**config.mk**
```make
export PLATFORM = sky130hd
export DESIGN_NAME = top_system
export DESIGN_NICKNAME = d
export VERILOG_FILES = /design/src/rtl/top_system.sv
export SDC_FILE = /design/constraint.sdc
export NUM_CORES = 1
export LEC_CHECK = 0
export CORE_UTILIZATION = 55
export DETAILED_ROUTE_END_ITERATION = 16
export DONT_BUFFER_PORTS = 1
export GPL_TIMING_DRIVEN = 1
export PLACE_DENSITY = 0.69
export SETUP_SLACK_MARGIN = 0.1
export SKIP_LAST_GASP = 1
export SLEW_MARGIN = 20
export SYNTH_ARGS = -nofsm -noshare
export SYNTH_HDL_FRONTEND = slang
export SYNTH_SLANG_ARGS = --single-unit
```
**constraint.sdc**
```tcl
create_clock -name clk -period 5.5 [get_ports clk]
set_input_delay 0.55 -clock clk [delete_from_list [all_inputs] [get_ports clk]]
set_output_delay 0.55 -clock clk [all_outputs]
set_load 0.005 [all_outputs]
```
**src/rtl/top_system.sv**
```systemverilog
// top_system: four-MAC systolic chain with a weight-load pass, a 4-sample
// MAC pass and a second-layer pass that reuses MAC0/MAC1 results as inputs.
//
// Parameters
//   W       signed activation / weight width
//   ACC_W   signed accumulator width (assumed >= 2*W)
//   N_MACS  MAC chain length (fixed at 4 by the acc_out_0..3 ports)
//
// Ports
//   clk                   rising-edge clock for all state
//   rst                   synchronous active-high reset
//   start_weight          one-cycle request: load weights mode+i+1 into MAC i
//   start_valid_pipeline  one-cycle request: run the 4-sample MAC pass
//   start_layering        one-cycle request: run the second-layer pass
//   mode[2:0]             weight-set selector, sampled on weight-load accept
//   clear_all             synchronous clear/abort (weights and mode kept)
//   busy                  high while an operation is in progress
//   acc_out_0..3          registered accumulators of MAC 0..3
//   valid_out[N_MACS-1:0] bit i pulses one cycle when acc_out_i is final
//
// Build option
//   ACC_SAT_EN  defined: accumulates saturate; undefined: two's-complement wrap
module top_system #(
  parameter int unsigned W      = 8,
  parameter int unsigned ACC_W  = 16,
  parameter int unsigned N_MACS = 4
) (
  input  logic                    clk,
  input  logic                    rst,
  input  logic                    start_weight,
  input  logic                    start_valid_pipeline,
  input  logic                    start_layering,
  input  logic [2:0]              mode,
  input  logic                    clear_all,
  output logic                    busy,
  output logic signed [ACC_W-1:0] acc_out_0,
  output logic signed [ACC_W-1:0] acc_out_1,
  output logic signed [ACC_W-1:0] acc_out_2,
  output logic signed [ACC_W-1:0] acc_out_3,
  output logic [N_MACS-1:0]       valid_out
);

  typedef enum logic [1:0] {IDLE, LOAD_W, RUN_V, RUN_L} state_t;

  state_t                  state;
  logic [2:0]              cnt;       // load index / run cycle number
  logic [2:0]              mode_q;
  logic signed [W-1:0]     wt  [4];
  logic signed [W-1:0]     act [4];   // activation seen by MAC i this cycle
  logic [3:0]              act_vld;
  logic signed [ACC_W-1:0] acc [4];
  logic                    run_v;

  assign run_v     = (state == RUN_V);
  assign acc_out_0 = acc[0];
  assign acc_out_1 = acc[1];
  assign acc_out_2 = acc[2];
  assign acc_out_3 = acc[3];

  // Weight for MAC idx: mode+idx+1 taken as a W-bit signed value.
  function automatic logic signed [W-1:0] weight_value(input logic [2:0] m,
                                                       input logic [1:0] idx);
    logic [3:0] v;
    v = 4'(m) + 4'(idx) + 4'd1;
    return W'(v);
  endfunction

  // One accumulate: signed WxW product, sign-extended, added with wrap or clamp.
  function automatic logic signed [ACC_W-1:0] mac_step(
    input logic signed [ACC_W-1:0] acc_in,
    input logic signed [W-1:0]     a,
    input logic signed [W-1:0]     b
  );
    logic signed [2*W-1:0] prod;
    logic signed [ACC_W:0] sum;
    prod = (2*W)'(a) * (2*W)'(b);
    sum  = (ACC_W+1)'(acc_in) + (ACC_W+1)'(prod);
`ifdef ACC_SAT_EN
    if (sum[ACC_W] != sum[ACC_W-1])
      mac_step = sum[ACC_W] ? {1'b1, {(ACC_W-1){1'b0}}} : {1'b0, {(ACC_W-1){1'b1}}};
    else
      mac_step = sum[ACC_W-1:0];
`else
    mac_step = sum[ACC_W-1:0];
`endif
  endfunction

  // Control FSM, systolic activation shift and accumulators.
  always_ff @(posedge clk) begin
    if (rst) begin
      state     <= IDLE;
      cnt       <= '0;
      mode_q    <= '0;
      busy      <= 1'b0;
      valid_out <= '0;
      act_vld   <= '0;
      for (int i = 0; i < 4; i++) begin
        wt[i]  <= '0;
        act[i] <= '0;
        acc[i] <= '0;
      end
    end else if (clear_all) begin
      state     <= IDLE;
      cnt       <= '0;
      busy      <= 1'b0;
      valid_out <= '0;
      act_vld   <= '0;
      for (int i = 0; i < 4; i++) begin
        act[i] <= '0;
        acc[i] <= '0;
      end
    end else begin
      valid_out <= '0;
      unique case (state)
        IDLE: begin
          cnt <= '0;
          if (start_weight) begin
            mode_q <= mode;
            busy   <= 1'b1;
            state  <= LOAD_W;
          end else if (start_valid_pipeline) begin
            // x_0 = 1 is presented to MAC0 during run cycle 0
            for (int i = 0; i < 4; i++) begin
              acc[i] <= '0;
              act[i] <= '0;
            end
            act[0]  <= W'(1);
            act_vld <= 4'b0001;
            busy    <= 1'b1;
            state   <= RUN_V;
          end else if (start_layering) begin
            // a0 goes straight to MAC2; a1 waits one stage in slot 1
            acc[2]  <= '0;
            acc[3]  <= '0;
            act[0]  <= '0;
            act[1]  <= acc[1][W-1:0];
            act[2]  <= acc[0][W-1:0];
            act[3]  <= '0;
            act_vld <= 4'b0110;
            busy    <= 1'b1;
            state   <= RUN_L;
          end
        end

        LOAD_W: begin
          wt[cnt[1:0]] <= weight_value(mode_q, cnt[1:0]);
          cnt          <= cnt + 3'd1;
          if (cnt == 3'd3) begin
            busy  <= 1'b0;
            state <= IDLE;
          end
        end

        RUN_V, RUN_L: begin
          act[0]     <= (run_v && cnt < 3'd3) ? W'(cnt + 3'd2) : '0;
          act_vld[0] <= run_v && (cnt < 3'd3);
          for (int i = 1; i < 4; i++) act[i] <= act[i-1];
          act_vld[3:1] <= act_vld[2:0];
          // The layer pass only touches MAC2/MAC3.
          for (int i = 0; i < 4; i++) begin
            if (act_vld[i] && (run_v || i >= 2))
              acc[i] <= mac_step(acc[i], act[i], wt[i]);
          end
          // Flag a MAC on the edge of its last accumulate.
          for (int i = 0; i < 4; i++) begin
            if (run_v)
              valid_out[i] <= (cnt == 3'(3 + i));
            else
              valid_out[i] <= (i >= 2) && (cnt == 3'(i - 1));
          end
          cnt <= cnt + 3'd1;
          if (cnt == (run_v ? 3'd7 : 3'd3)) begin
            busy  <= 1'b0;
            state <= IDLE;
          end
        end

        default: state <= IDLE;
      endcase
    end
  end

endmodule

```
Word-level counts from Yosys, hierarchy flattened:

Memory sizes are Yosys's and may differ from the RTL's.
Cells that the tools add are included.

* memories kept: 3
* register bits: 17
* bits of input ports: 9
* output and inout bits: 69
* word-level logic and storage cells: 187
* memory bits (writable): 112

Memory list
* acc: words 4, width 16, read ports 4, clocked after Yosys merged registers in 0, wr ports 4, RTL line 51 `logic signed [ACC_W-1:0] acc [4];`
* act: words 4, width 8, read ports 4, clocked after Yosys merged registers in 0, wr ports 4, RTL line 49 `logic signed [W-1:0] act [4];`
* wt: words 4, width 4, read ports 4, clocked after Yosys merged registers in 0, wr ports 4, RTL line 48 `logic signed [W-1:0] wt [4];`

* multiply operators: 4
* eq/ne operators: 15
* $lt $le $gt $ge: 1
* bitwise logic cells: 34
* muxes and demuxes: 101
* reductions and logical operators: 14
* $add $sub $neg: 8

Operators by type and width (number)
* $mux W16: 14
* $mux W8: 17
* $add A16 B16 Y16: 4
* $mul A8 B8 Y16: 4
* $mux W1: 54
* $or A1 B1 Y1: 31
* $mux W4: 5
* $mux W2: 6
* $eq A3 B3 Y1 const B: 3
* $reduce_and A3 Y1: 3
* $pmux W4 S2: 1
* $reduce_or A4 Y1: 2
* $eq A3 B2 Y1 const B: 2
* $ne A2 B2 Y1 const B: 3
* $pmux W2 S3: 1
* $pmux W3 S2: 1
* $reduce_or A3 Y1: 2
* $add A3 B2 Y4: 1
* $add A3 B2 Y4 const B: 1
* $add A4 B1 Y4 const B: 1
* $eq A2 B2 Y1 const B: 2
* $ne A4 B4 Y1 const B: 1
* $reduce_or A2 Y1: 2
* $add A3 B1 Y3 const B: 1
* other kinds (11): 15

Longest topological paths before layout:

* depth in word-level cells: 10
* gate-level depth with buffers: 17
* depth with buffers taken out: 17

Worst setup path before layout:

No wires, ideal clock.

* path kind: reg2reg
* start: memory wt[3][0] (netlist name)
* end: memory acc[3][15]
* cell stages (with the launch flop): 17
* library setup time: 0.127 ns
* setup slack: 1.318 ns
* data arrival time: 4.055 ns
* path through: edfxtp_1 and2_1 inv_1 fa_1 inv_1 fa_1 ha_1 inv_1 fa_1 inv_1 ha_1 o21a_1 o31ai_2 a21oi_1 nor3_1 o211ai_1 or3b_1

RTL lines (RTL line)
* start, declared: 48
* end, declared: 51

==> metrics.cfg <==
[place]
io_buffer_count = 0
dp_cells = 1558
dp_slack_ns = 0.9465
placed_area_mm2 = 0.01249
hpwl_um = 19530
gp_congestion = 0.8538

[sta]
holdWs_ns = 0.1914
setup_viol = 0
worstMarginPinSlew_ns = 0.8721
max_slew_margin = 0.4124
fin_crit_ns = 4.552
fmax_mhz = 219.7
finalCritPeriodShare = 0.8276
rsz0062_at_grt = false
drv_slew = 0
layout_setup_ws_ns = 0.9481
setup_tns_ns = 0
final.setup_skew_ns = 0.01005
hold_viol_final = 0

[cells_and_area]
drive_above_1_share = 0.04046
n_antenna_cell = 0
final_common_cell = inv_1
layout_common_cells = inv_1, ha_1, fa_1
fin_nets = 1579
multi_input_area_mm2 = 0.007761
finish.utilization = 0.5999
syn2layout_area_growth_pct = 7.202
final_area_mm2 = 0.01309
ff_latch_area_mm2 = 0.003233
fillers = 1853
finalNonFillerCells = 1590

[logic_synthesis]
yosysSeqAreaShare = 0.2647
syn_nets = 1578
syn_inst = 1296
syn_area_mm2 = 0.01221
synth_async_sr_flop_share = 0
synth-edff-count = 73
synth-main-ff-cell = edfxtp_1
postSynthAreaPerCell_um2 = 9.424
yosysWarnings = 0
synth-seq-cells = 125
synth_cell_types = 57

[power_and_ir_drop]
p_switching_mw = 0.6976
seq_power_share = 0.420
power.total_mw = 2.540
power_density_mw_per_mm2 = 194.0
ir_drop_mv = 0.2041
pwr-share-comb = 0.135
p_clk_frac = 0.445
p_leak_nw = 6.505
p_sw_frac = 0.2746
p_int_mw = 1.843

[global_routing]
track_usage = 0.2386
grt_pass1_vias = 8424
antenna_found_initial = 0
grt_overflow = 0
grt_max_degree = 33
grt_first_pass_wirelength_um = 41760

[run_status]
status = complete, no violations

[route]
vias_per_cell = 5.243
dr.first_iter.drc_count = 400
wl_per_cell_um = 15.46
vias = 8337
firstDrtPassIters = 5
drc = 0
drtAntennaViolNets = 0
wl_um = 24580

[setup_path]
slowest_delay_ns = 0.55
crit_top_cell = fa_1
cp_max_fo = 9
path_delay_family = adder cells
endpoint = acc[1][14]
reg2reg_slack_ns = 0.95
timing.rr.start = wt[1][0]
critPathKind = reg -> reg
r2r_cells = 14
cp-end-kind = flip-flop
crit_arrival_ns = 4.73
worst-endpoint-required_ns = 5.68
slowest_stage = and2_1
r2r_end = acc[1][14]
worstSetupStartpoint = wt[1][0]
cp-start-kind = flip-flop
cp.depth = 14
cp_num_buf_inv = 2
cp_cell_sequence = and2_1 -> inv_1 -> fa_1 -> inv_1 -> fa_1 -> ha_1 -> fa_1 -> ha_1 -> a21o_1 -> a21o_1 -> o21ai_0 -> a31oi_1 -> xnor2_1 -> nor2_1

[clock_tree]
cts_made_buffers = 17
cts_tree = built
cts_setup_buffers = 0
post_cts_resized = 0
clk_latency_ns = 0.42
clk_pin_slew_ns = 0.06
hold_buffers = 0
cts-root-buf = clkbuf_16
htreeDepth = 4
clock_path_buffers = 2
clock-sinks = 125

[floorplan]
die-height_um = 151.0
rows = 54
start_util = 0.5596
dieArea_mm2 = 0.02281
die_w_um = 151.0
fp.coreArea_mm2 = 0.02182
design.portCount = 78

[worst_hold_path]
worstHoldPathType = in -> reg

[flow_run]
maxCapViolCount = 0

[synthesized netlist by cell type (all sizes together) (5+ instances only)]
cell | number | area (um2)
nor2 | 95 | 364.1
or3 | 7 | 58.80
o21ai | 36 | 180.2
clkbuf | 5 | 18.77
inv | 298 | 1119
o22ai | 8 | 50.05
dfxtp | 52 | 1041
edfxtp | 73 | 2192
and3 | 18 | 112.6
a22oi | 9 | 67.56
a21o | 18 | 135.1
xnor2 | 41 | 359.1
buf | 17 | 86.33
a211oi | 14 | 110.1
a22o | 13 | 113.9
nand2 | 94 | 360.3
and2 | 88 | 550.5
a21oi | 44 | 220.2
ha | 147 | 1839
nor3 | 17 | 90.09
fa | 126 | 2522
o21a | 11 | 82.58
nor2b | 7 | 58.81
xor2 | 12 | 105.1
a31oi | 5 | 31.28
[cells by family after synthesis]
group	count (synthesis)	share of synthesized area
AO/OA/AOI/OAI	176	0.09466
XOR/XNOR	53	0.03801
adder cells (fa/ha/maj)	273	0.3571
buffers and inverters	320	0.1002
flip-flops	125	0.2647
multiplexers	3	0.002459
AND/OR/NAND/NOR	346	0.1428
[worst reg2reg max path, stage by stage (launching register included)]
cell and delay, ns:
edfxtp_1 0.51, and2_1 0.55, inv_1 0.12, fa_1 0.51
inv_1 0.05, fa_1 0.48, ha_1 0.32, fa_1 0.46
ha_1 0.34, a21o_1 0.17, a21o_1 0.18, o21ai_0 0.25
a31oi_1 0.15, xnor2_1 0.16, nor2_1 0.05
[worst min path at each step]
stage	start	end	slack (ns)	depth (start not counted)
5_1_grt	rst	mode_q[2]	0.17	1
6_report	rst	mode_q[0]	0.19	1
3_5_place_dp	act_vld[1]	act_vld[2]	0.48	2
2_1_floorplan	act_vld[1]	act_vld[2]	0.45	2
4_1_cts	rst	mode_q[0]	0.18	1
3_3_place_gp	act_vld[1]	act_vld[2]	0.46	2
[power by group through the flow]
stage	registers, mW	clock network, mW	logic (mW)
final	1.07	1.13	0.342
after global routing	1.07	1.19	0.402
after CTS	1.07	1.15	0.347
after detailed placement	1.09	0	0.341
after global placement	1.09	0	0.333
after floorplan	1.06	0	0.275
[flip-flops by register name, indices dropped and copies added, names as in the netlist]
signal	flops
state	2
acc	64
act_vld	4
busy	1
mode_q	3
cnt	3
wt	16
valid_out	4
act	28
[routing by layer]
layer / up-vias / GRT usage / part of all wire
met4: 0 / 0.07000 / 0.014
met2: 162 / 0.3947 / 0.48
met3: 30 / 0.04608 / 0.047
met5: - / 0 / 0
met1: 4003 / 0.3174 / 0.45
li1: 4142 / - / -
[cell type report]
type | instances | area share
multi-input combinational | 851 | 0.5928
inverter | 298 | 0.08544
tap | 280 | 0.02676
clock buffer | 24 | 0.04081
clock inverter | 8 | 0.004969
timing repair buffer | 4 | 0.002294
sequential | 125 | 0.2469
(Power assumes the default switching activity.)
